### config.mk
export PLATFORM = sky130hd
export DESIGN_NAME = bcd_scan_mux
export DESIGN_NICKNAME = d
export VERILOG_FILES = /design/src/rtl/timer_disp_pkg.sv /design/src/rtl/scan_prescaler.sv /design/src/rtl/bcd_scan_mux.sv
export SDC_FILE = /design/constraint.sdc
export NUM_CORES = 1
export LEC_CHECK = 0
export BUFFER_PORTS_ARGS = -buffer_cell sky130_fd_sc_hd__buf_2
export CAP_MARGIN = 20
export CORE_MARGIN = 5
export CORE_UTILIZATION = 51
export DETAILED_ROUTE_END_ITERATION = 6
export PLACE_DENSITY_LB_ADDON = 0.25
export SETUP_SLACK_MARGIN = 0.15
export SLEW_MARGIN = 40
export SYNTH_ARGS = -nofsm -noshare
export SYNTH_HDL_FRONTEND = slang
export SYNTH_HIERARCHICAL = 1
export SYNTH_SLANG_ARGS = --single-unit
### constraint.sdc
create_clock -name CLK -period 3.2 [get_ports CLK]
set_clock_uncertainty 0.2 [all_clocks]
set_input_delay 0.48 -clock CLK [delete_from_list [all_inputs] [get_ports CLK]]
set_output_delay 0.48 -clock CLK [all_outputs]
set_load 0.02 [all_outputs]
### src/rtl/timer_disp_pkg.sv
// rtl/timer_disp_pkg.sv - shared types, sizes and helpers for the timer display front end
package timer_disp_pkg;

    localparam int unsigned N_DIGITS = 4;
    localparam int unsigned SEL_W    = 2;
    localparam int unsigned BCD_W    = 4;
    localparam int unsigned DIGITS_W = N_DIGITS * BCD_W;

    typedef logic [BCD_W-1:0] bcd_t;
    typedef logic [SEL_W-1:0] sel_t;

    localparam bcd_t BCD_MAX = bcd_t'(9);

    function automatic int unsigned calc_div(input int unsigned clk_hz, input int unsigned scan_hz);
        return clk_hz / scan_hz;
    endfunction

    function automatic bcd_t digit_at(input logic [DIGITS_W-1:0] v, input sel_t s);
        bcd_t d;
        case (s)
            2'd0:    d = v[3:0];
            2'd1:    d = v[7:4];
            2'd2:    d = v[11:8];
            default: d = v[15:12];
        endcase
        return d;
    endfunction

endpackage

### src/rtl/scan_prescaler.sv
// rtl/scan_prescaler.sv - slot prescaler counting 0..DIV-1 with enable hold and wrap tick
module scan_prescaler #(
    parameter int unsigned DIV   = 4,
    parameter int unsigned CNT_W = $clog2(DIV)
) (
    input  logic             clk_i,
    input  logic             rst_i,
    input  logic             en_i,
    output logic [CNT_W-1:0] cnt_d_o,
    output logic             wrap_o
);

    logic [CNT_W-1:0] cnt_q;
    logic [CNT_W-1:0] cnt_d;

    always_comb begin
        wrap_o = en_i && (cnt_q == CNT_W'(DIV - 1));
        cnt_d  = cnt_q;
        if (wrap_o) begin
            cnt_d = '0;
        end else if (en_i) begin
            cnt_d = cnt_q + CNT_W'(1);
        end
    end

    // The next-state count is exported so the parent can register outputs aligned with it.
    assign cnt_d_o = cnt_d;

    always_ff @(posedge clk_i) begin
        if (rst_i) begin
            cnt_q <= '0;
        end else begin
            cnt_q <= cnt_d;
        end
    end

endmodule

### src/rtl/bcd_scan_mux.sv
// rtl/bcd_scan_mux.sv - 4-digit BCD scan multiplexer with dead-time blanking and frame snapshot
// Optional feature: LEADING_ZERO_BLANK_EN blanks leading zero digits (digit 0 always shown).
module bcd_scan_mux
    import timer_disp_pkg::*;
#(
    parameter int unsigned CLK_HZ       = 100_000_000,
    parameter int unsigned SCAN_HZ      = 1000,
    parameter int unsigned BLANK_CYCLES = 1000
) (
    input  logic                CLK,
    input  logic                RST,
    input  logic                EN,
    input  logic [DIGITS_W-1:0] DIGITS,
    output sel_t                SEL,
    output bcd_t                BCD,
    output logic                BLANK,
    output logic                FRAME
);

    localparam int unsigned DIV   = calc_div(CLK_HZ, SCAN_HZ);
    localparam int unsigned CNT_W = $clog2(DIV);

    if (DIV < 2) begin : g_bad_div
        $error("bcd_scan_mux: CLK_HZ/SCAN_HZ must be at least 2");
    end
    if (BLANK_CYCLES < 1 || BLANK_CYCLES >= DIV) begin : g_bad_blank
        $error("bcd_scan_mux: BLANK_CYCLES must lie in [1, DIV-1]");
    end

    logic [CNT_W-1:0]    cnt_d;
    logic                wrap;
    sel_t                sel_q, sel_d;
    logic [DIGITS_W-1:0] shadow_q, shadow_d;
    logic                primed_q, primed_d;
    logic                blank_q, blank_d;
    logic                frame_q, frame_d;
    bcd_t                nib_d;

    scan_prescaler #(
        .DIV   (DIV),
        .CNT_W (CNT_W)
    ) u_prescaler (
        .clk_i   (CLK),
        .rst_i   (RST),
        .en_i    (EN),
        .cnt_d_o (cnt_d),
        .wrap_o  (wrap)
    );

    // BLANK is computed from next-state values so it lines up with the slot SEL is entering.
    always_comb begin
        sel_d    = wrap ? sel_q + sel_t'(1) : sel_q;
        primed_d = primed_q | EN;
        frame_d  = wrap && (sel_q == sel_t'(3));
        shadow_d = shadow_q;
        if (EN && (!primed_q || frame_d)) begin
            shadow_d = DIGITS;
        end
        nib_d   = digit_at(shadow_d, sel_d);
        blank_d = !EN || !primed_d || (32'(cnt_d) < BLANK_CYCLES) || (nib_d > BCD_MAX);
`ifdef LEADING_ZERO_BLANK_EN
        case (sel_d)
            2'd3:    if (shadow_d[15:12] == '0) blank_d = 1'b1;
            2'd2:    if (shadow_d[15:8]  == '0) blank_d = 1'b1;
            2'd1:    if (shadow_d[15:4]  == '0) blank_d = 1'b1;
            default: ;
        endcase
`else
`endif
    end

    always_ff @(posedge CLK) begin
        if (RST) begin
            sel_q    <= '0;
            shadow_q <= '0;
            primed_q <= 1'b0;
            blank_q  <= 1'b1;
            frame_q  <= 1'b0;
        end else begin
            sel_q    <= sel_d;
            shadow_q <= shadow_d;
            primed_q <= primed_d;
            blank_q  <= blank_d;
            frame_q  <= frame_d;
        end
    end

    assign SEL   = sel_q;
    assign BCD   = digit_at(shadow_q, sel_q);
    assign BLANK = blank_q;
    assign FRAME = frame_q;

endmodule

# Yosys cells after proc, flatten, opt, wreduce, memory -nomap -nowiden
# Index checks and enable logic that the tools add are counted.
[op_classes]
n_addsub = 2
magnitude_cmp = 2
n_eq_ne = 6
n_mux = 6
bitwise = 1
n_reduce_logical = 12
[ops]
columns = ["cell", "n"]
rows = [
  ["17-bit 2-to-1 mux", 2],
  ["4-bit one-hot mux with 3 select lines", 2],
  ["17-bit by 1-bit adder with 17-bit output (second input constant)", 1],
  ["17-bit equality test (second input constant)", 1],
  ["17-bit by 10-bit < comparator with 1-bit output (second input constant)", 1],
  ["16-bit 2-to-1 mux", 1],
  ["2-bit equality test (second input constant)", 3],
  ["2-bit by 1-bit equality test with 1-bit output (second input constant)", 2],
  ["4-bit greater-than comparator (second input constant)", 1],
  ["2-bit zero test", 2],
  ["1-bit logical OR", 4],
  ["1-bit logical AND", 3],
  ["1-bit zero test", 3],
  ["2-bit by 1-bit adder with 2-bit output (second input constant)", 1],
  ["2-bit 2-to-1 mux", 1],
  ["1-bit OR", 1],
]
[totals]
regBits = 38
input_bits = 19
output_inout_bits = 8
elab_cells = 35

# Longest topological paths before layout
# Gate-level depths: netlist of the first run.
[logic_depth]
depth_word = 9
ltp_mapped = 11
ltp_nobuf = 9

# By module
# Netlist of the first run, hierarchy kept.
[modules_own_cells]
columns = ["mod", "n_inst", "cells_each", "area_each_um2", "seq_area_each_um2"]
rows = [
  ["bcd_scan_mux", 1, 133, 1107.3, 420.4],
  ["scan_prescaler", 1, 107, 934.6, 340.3],
]

# Least setup slack after synthesis of the first run
# OpenSTA, ideal clock, no wires.
[synth_timing]
kind = "input to register"
start = "input EN"
end = "register blank_q, in the netlist BLANK"
setup_ns = 0.136
arrival_ns = 2.715
t_required_ns = 2.864
setup_slack_ns = 0.149
stages = 10
path_buffers = 2
cell_sequence = "buf_2 nand2_1 or4b_2 nor3_1 buf_6 a21bo_4 nand2_2 mux2_2 a222oi_1 o2111ai_1"
[synth_via]
elab_chain_len = 8
word_cells_on_any_way = 20
classes_between = "2 x order compare; 2 x eq/ne; 5 x mux; 1 x bitwise; 10 x reduce/logical"
[synth_rtl]
columns = ["element", "line", "source"]
rows = [
  ["start: declaration", "bcd_scan_mux.sv:12", "input logic EN,"],
  ["1-bit logical AND (*)", "scan_prescaler.sv:17", "wrap_o = en_i && (cnt_q == CNT_W'(DIV - 1));"],
  ["named net wrap", "bcd_scan_mux.sv:31", "logic wrap;"],
  ["1-bit logical AND", "bcd_scan_mux.sv:54", "frame_d = wrap && (sel_q == sel_t'(3));"],
  ["1-bit logical OR", "bcd_scan_mux.sv:56", "if (EN && (!primed_q || frame_d)) begin"],
  ["1-bit logical AND", "bcd_scan_mux.sv:56", ""],
  ["16-bit 2-to-1 mux", "bcd_scan_mux.sv:56", ""],
  ["4-bit one-hot mux with 3 select lines", "timer_disp_pkg.sv:20", "case (s)"],
  ["4-bit greater-than comparator", "bcd_scan_mux.sv:60", "blank_d = !EN || !primed_d || (32'(cnt_d) < BLANK_CYCLES) || (nib_d > BCD_MAX);"],
  ["1-bit logical OR (*)", "bcd_scan_mux.sv:60", ""],
  ["end signal: assignment", "bcd_scan_mux.sv:83", "blank_q <= blank_d;"],
  ["end: declaration", "bcd_scan_mux.sv:35", "logic blank_q, blank_d;"],
]
# Mark *: on every way through the listed nets, which the timed path passes. The rest lies on a longest branch.
# A chain may end at the register's enable or synchronous reset.

# Worst setup path after layout of the first run
[layout_timing]
start = "register u_prescaler.cnt_q[5]"
end = "register blank_q, in the netlist BLANK"
[layout_via]
word_cells_on_any_way = 18
classes_between = "1 x add/sub; 2 x order compare; 3 x eq/ne; 5 x mux; 7 x reduce/logical"
[layout_lines]
columns = ["element", "line", "source"]
rows = [
  ["start: declaration", "scan_prescaler.sv:13", "logic [CNT_W-1:0] cnt_q;"],
  ["start signal: assignment", "scan_prescaler.sv:33", "cnt_q <= cnt_d;"],
  ["17-bit by 1-bit adder with 17-bit output or 17-bit equality test (tied branches)", "scan_prescaler.sv:22, scan_prescaler.sv:17", ""],
  ["17-bit 2-to-1 mux or 1-bit logical AND (tied branches)", "scan_prescaler.sv:21, scan_prescaler.sv:17", ""],
  ["17-bit 2-to-1 mux (*)", "scan_prescaler.sv:19", "if (wrap_o) begin"],
  ["named net cnt_d[16]", "bcd_scan_mux.sv:30", "logic [CNT_W-1:0] cnt_d;"],
  ["17-bit by 10-bit < comparator with 1-bit output (*)", "bcd_scan_mux.sv:60", ""],
  ["1-bit logical OR (*) (2 in series)", "bcd_scan_mux.sv:60", ""],
]
# Marked as above.

==> flow_summary.ini, run 1 <==
[route]
drc = 0
dr.pass1.iters = 5
vias = 1789
postRouteAntennaNets = 0
drt_iter0_drc = 142
post_drt_via_cell_ratio = 5.626
wl_per_cell_um = 14.69
wirelength_um = 4670

[cells_and_area]
mostFrequentLayoutCells = 36 x dfxtp_1, 33 x nand2_1, 26 x buf_2
fin_util_pct = 59.19
design_area_um2 = 2333
num-nets-final = 294
antenna_cells = 0
final_common_cell = dfxtp_1
drive_above_1_share_pct = 23.51
area_delta_synth_final_pct = 14.70

[sta]
period_share_pct = 88.61
timing.final.crit_period_ns = 2.835
slew_viol_final = 0
worst_slew_pin_slew_ns = 0.5464
rsz0062_at_grt = no
setup_viol = 0
relSlewSlack_pct = 63.55
fin_setup_tns_ns = 0
finalHoldViolCount = 0
clock.fmax_mhz = 352.7

[grt]
first_global_vias = 1705
global_route.usage.met1_pct = 24.56
grt_overflow = 0
use_met3_pct = 4.408
grt_max_degree = 29
grt_pass1_wl_um = 7969
use_met2_pct = 30.29
antenna_found_initial = 0
grt_usage_pct = 19.29
busiest_layer = met2

[setup_path]
critical_path_class = reg2reg
worstPathArrival_ns = 2.85
worstRegToRegCells = 8
crit_top_cell = or4_1
endpoint_kind = flop
cp.required_ns = 3.22
slowest_delay_ns = 0.54
worstReg2RegStart = u_prescaler/cnt_q[5]$_SDFF_PP0_
path_max_fanout = 4
cp_slowest_cell = or4_1
start_kind = flop
r2r-end = BLANK$_SDFF_PP1_
reg2reg_slack_ns = 0.36
crit_chain = or4_1, or4_4, nor2_2, nor3b_1, or4_1, nor4_2, o21ai_0, o2111ai_1

[die]
coreArea_um2 = 3943
die_w_um = 73.16
start_util_pct = 51.60
rows = 23
die_h_um = 73.16
ios = 27
die-area_um2 = 5352

[power_and_ir_drop]
leakagePower_nw = 0.9153
powerDensity_nw_per_um2 = 389.5
finalPower_w = 0.0009089
peakVddDrop_uv = 204.7

[placement]
dp_hpwl_um = 3459
gp_congestion = 0.8224
place_area_um2 = 2225
place.port_buffers = 26

[yosys]
synth_cells = 238
syn-num-nets = 263
synthesis.area_um2 = 2034
avgSynthCellArea_um2 = 8.548
yosys_warnings = 6

[clock_network]
cts_hold_buf = 0
cts.path.max_buffers = 2
cts_tree = done
htreeDepth = 2
cts.reportedPaths.clkPinSlew_ns = 0.07
post-cts-setup-buffers = 0
numClockSinks = 38
insertion_delay_ns = 0.29
numCtsBuffers = 5
ctsResizeCount = 1
root_buffer = clkbuf_8

[min_path]
hold_class = in2reg
hold_path_end = shadow_q[12]$_SDFF_PP0_
min_from = DIGITS[12]
min_path_cells = 3

[flow_run]
maxCapViolCount = 0

[outcome]
status = complete, no violations
[worst max path at each step]
stage                               startpoint                to  slack [ns]  cells past startpoint
3_5_place_dp   u_prescaler/cnt_q[0]$_SDFF_PP0_  BLANK$_SDFF_PP1_        0.11                      9
6_report       u_prescaler/cnt_q[5]$_SDFF_PP0_  BLANK$_SDFF_PP1_        0.36                      8
5_1_grt        u_prescaler/cnt_q[5]$_SDFF_PP0_  BLANK$_SDFF_PP1_        0.19                      8
3_3_place_gp   u_prescaler/cnt_q[0]$_SDFF_PP0_  BLANK$_SDFF_PP1_        0.20                      9
4_1_cts        u_prescaler/cnt_q[0]$_SDFF_PP0_  BLANK$_SDFF_PP1_        0.21                      9
2_1_floorplan                               EN  BLANK$_SDFF_PP1_        0.20                     10
[power by group]
part,leakage [nW],internal [W],switching (W)
registers,0.310,0.000489,0.0000118
clock network,0.0431,0.000166,0.000157
logic,0.562,0.0000391,0.0000462
[registers in the layout (all words and copies together) (netlist names)]
name               cells
u_prescaler/cnt_q     17
shadow_q              16
SEL                    2
BLANK                  1
FRAME                  1
primed_q               1
[final cells by class]
class | count | area [µm²]
fill | 349 | 1609
multi-input combinational | 182 | 1205
sequential | 38 | 763.2
timing repair buffer | 34 | 190.2
clock buffer | 6 | 82.58
tap | 50 | 62.56
inverter | 8 | 30.03
[critical path, delay by kind of cell (launching register included)]
family | cells | cell delay (ns)
AO/OA/AOI/OAI | 2 | 0.25
AND/OR/NAND/NOR | 6 | 1.95
flip-flops | 1 | 0.36
[layer usage]
metal  vias up  wire (µm)  share of wire (%)
met4         0        114                2.4
li1        904          -                  -
met2        46       2242                 48
met5         -          0                  0
met1       828       2061                 44
met3        11        251                5.4
[metrics by stage]
stage | std cells | setup slack [ns] | hold slack (ns)
6_report | 318 | 0.3646 | 0.2336
5_1_grt | 318 | 0.1873 | 0.2275
4_1_cts | 318 | 0.2058 | 0.2238
3_5_place_dp | 312 | 0.1138 | 0.2527
3_3_place_gp | 312 | 0.1969 | 0.2497
2_1_floorplan | 238 | 0.1977 | 0.2357
Power figures use the tool's default switching activity.
==> run 2, diff against run 1 <==
- CORE_UTILIZATION: 51 -> 45
==> run 2 against run 1 <==
Against the previous run: critical path depth stayed put; sequential share of layout area hardly changed; largest power group unchanged; core utilization is 5.9 points lower; die area is 11% higher; routed wire length hardly changed; global-route usage is 4.1 points lower; critical endpoint unchanged; maximum frequency is 1.1% lower; clock power is 4% higher; design area hardly changed; via count is 0.17% higher; power is 1.4% higher.
==> flow_summary.ini, run 2 (synthesis gave the netlist of run 1 again) <==
[setup_path]
worstRegToRegCells = 8
path_buf_inv = 0
crit_chain = or4_1, or4_4, nor2_4, nor3b_1, or4_1, nor4_2, o21ai_1, o2111ai_1
crit_top_cell = or4_1
worstReg2RegStart = u_prescaler/cnt_q[5]$_SDFF_PP0_
start_kind = flop
cp_slowest_cell = or4_4
cp_top_family = simple AND/OR/NAND/NOR gates
endpoint_kind = flop
slowest_delay_ns = 0.53
cp.required_ns = 3.20
r2r-end = BLANK$_SDFF_PP1_
worstPathArrival_ns = 2.87
path_max_fanout = 6
reg2reg_slack_ns = 0.33
critical_path_class = reg2reg

[grt]
grt_overflow = 0
first_global_vias = 1575
antenna_found_initial = 0
grt_pass1_wl_um = 7417
grt_usage_pct = 15.20
grt_max_degree = 29

[route]
wirelength_um = 4673
wl_per_cell_um = 14.60
met2_wirelength_um = 2309
drc = 0
top_layer = met4
dr.pass1.iters = 4
post_drt_via_cell_ratio = 5.600
drt_iter0_drc = 89
met3_length_um = 221
wl_met1_um = 2069
vias = 1792
postRouteAntennaNets = 0

[sta]
finalHoldViolCount = 0
clock.fmax_mhz = 348.7
fin_setup_tns_ns = 0
timing.final.crit_period_ns = 2.868
worst_slew_pin_slew_ns = 0.5096
rsz0062_at_grt = no
relSlewSlack_pct = 66.00
holdWs_ns = 0.2195
setup_viol = 0
slew_viol_final = 0
period_share_pct = 89.63

[clock_network]
post-cts-setup-buffers = 0
cts.path.max_buffers = 2
insertion_delay_ns = 0.28
cts.reportedPaths.clkPinSlew_ns = 0.08
cts_tree = done
numClockSinks = 38
htreeDepth = 2
numCtsBuffers = 5
root_buffer = clkbuf_8

[power_and_ir_drop]
finalPower_w = 0.0009218
peakVddDrop_uv = 217.2
powerDensity_nw_per_um2 = 394.8
leakagePower_nw = 0.9101

[die]
die_h_um = 77.24
start_util_pct = 46.40
coreArea_um2 = 4384
die_w_um = 77.24
die-area_um2 = 5966
rows = 24
ios = 27

[min_path]
min_path_cells = 3
hold_path_end = shadow_q[0]$_SDFF_PP0_
min_from = DIGITS[0]
hold_class = in2reg

[placement]
place.port_buffers = 26
gp_congestion = 0.8650
dp_hpwl_um = 3464

[cells_and_area]
antenna_cells = 0
largest_register_ffs = 17
top_register = u_prescaler/cnt_q
final_common_cell = dfxtp_1
mostFrequentLayoutCells = 36 x dfxtp_1, 33 x nand2_1, 26 x buf_2
num-nets-final = 292
area_delta_synth_final_pct = 14.76
drive_above_1_share_pct = 23.13

[outcome]
status = complete, no violations

[flow_run]
maxCapViolCount = 0
==> run 2: changes by cell type in the layout (fill, tap and decap cells not counted), sizes merged <==
| cell | before | now |
|---|---|---|
| buf | 34 | 32 |
| clkbuf | 6 | 7 |
| clkinv | 0 | 1 |
==> run 2: tightest hold or removal path: cells and delay by family <==
family | cells | cell delay, ns
AND/OR/NAND/NOR | 1 | 0.05
buffers and inverters | 1 | 0.09
AO/OA/AOI/OAI | 1 | 0.05
==> run 2: metrics by stage <==
stage | std cells | util [%] | worst slack, ns | instance area (µm²)
finish | 320 | 53.25 | 0.3319 | 2335
global route | 320 | 53.25 | 0.1887 | 2335
CTS | 320 | 52.77 | 0.1589 | 2313
detailed placement | 312 | 50.46 | 0.05279 | 2212
global placement | 312 | 50.46 | 0.2091 | 2212
floorplan | 238 | - | 0.1977 | 2037
==> run 2: final cells by class <==
cell class	instances	area (µm²)
repair buffers	32	175.2
well taps	52	65.06
fillers	422	2049
clock inverters	1	5.005
multi-input cells	182	1210
clock buffers	7	86.33
flip-flops and latches	38	763.2
inverters	8	30.03
==> run 2: how the worst max path moves through the flow <==
stage | slack, ns | cells past startpoint | end | start
floorplan | 0.20 | 10 | BLANK$_SDFF_PP1_ | EN
global placement | 0.21 | 9 | BLANK$_SDFF_PP1_ | u_prescaler/cnt_q[0]$_SDFF_PP0_
global route | 0.19 | 8 | BLANK$_SDFF_PP1_ | u_prescaler/cnt_q[5]$_SDFF_PP0_
CTS | 0.16 | 9 | BLANK$_SDFF_PP1_ | u_prescaler/cnt_q[0]$_SDFF_PP0_
detailed placement | 0.05 | 9 | BLANK$_SDFF_PP1_ | u_prescaler/cnt_q[0]$_SDFF_PP0_
finish | 0.33 | 8 | BLANK$_SDFF_PP1_ | u_prescaler/cnt_q[5]$_SDFF_PP0_
==> run 2: what timing repair did <==
item,CTS,global route
setup endpoints to repair,1,1
pin swaps,0,3
hold buffers,0,0
resized for setup,2,7
==> run 2: layer usage <==
layer	vias to the layer above	global-route usage, %
li1	901	-
met1	841	19.46
met2	43	25.17
met3	7	3.864
met4	0	4.124
met5	-	0
==> run 2: report_power, final <==
| part | total [W] | leakage, nW | switching [W] | internal, W |
|---|---|---|---|---|
| clock network | 0.000336 | 0.0482 | 0.000162 | 0.000174 |
| registers | 0.000500 | 0.310 | 0.0000115 | 0.000488 |
| logic | 0.0000858 | 0.552 | 0.0000469 | 0.0000389 |
| total | 0.000922 | 0.910 | 0.000221 | 0.000701 |
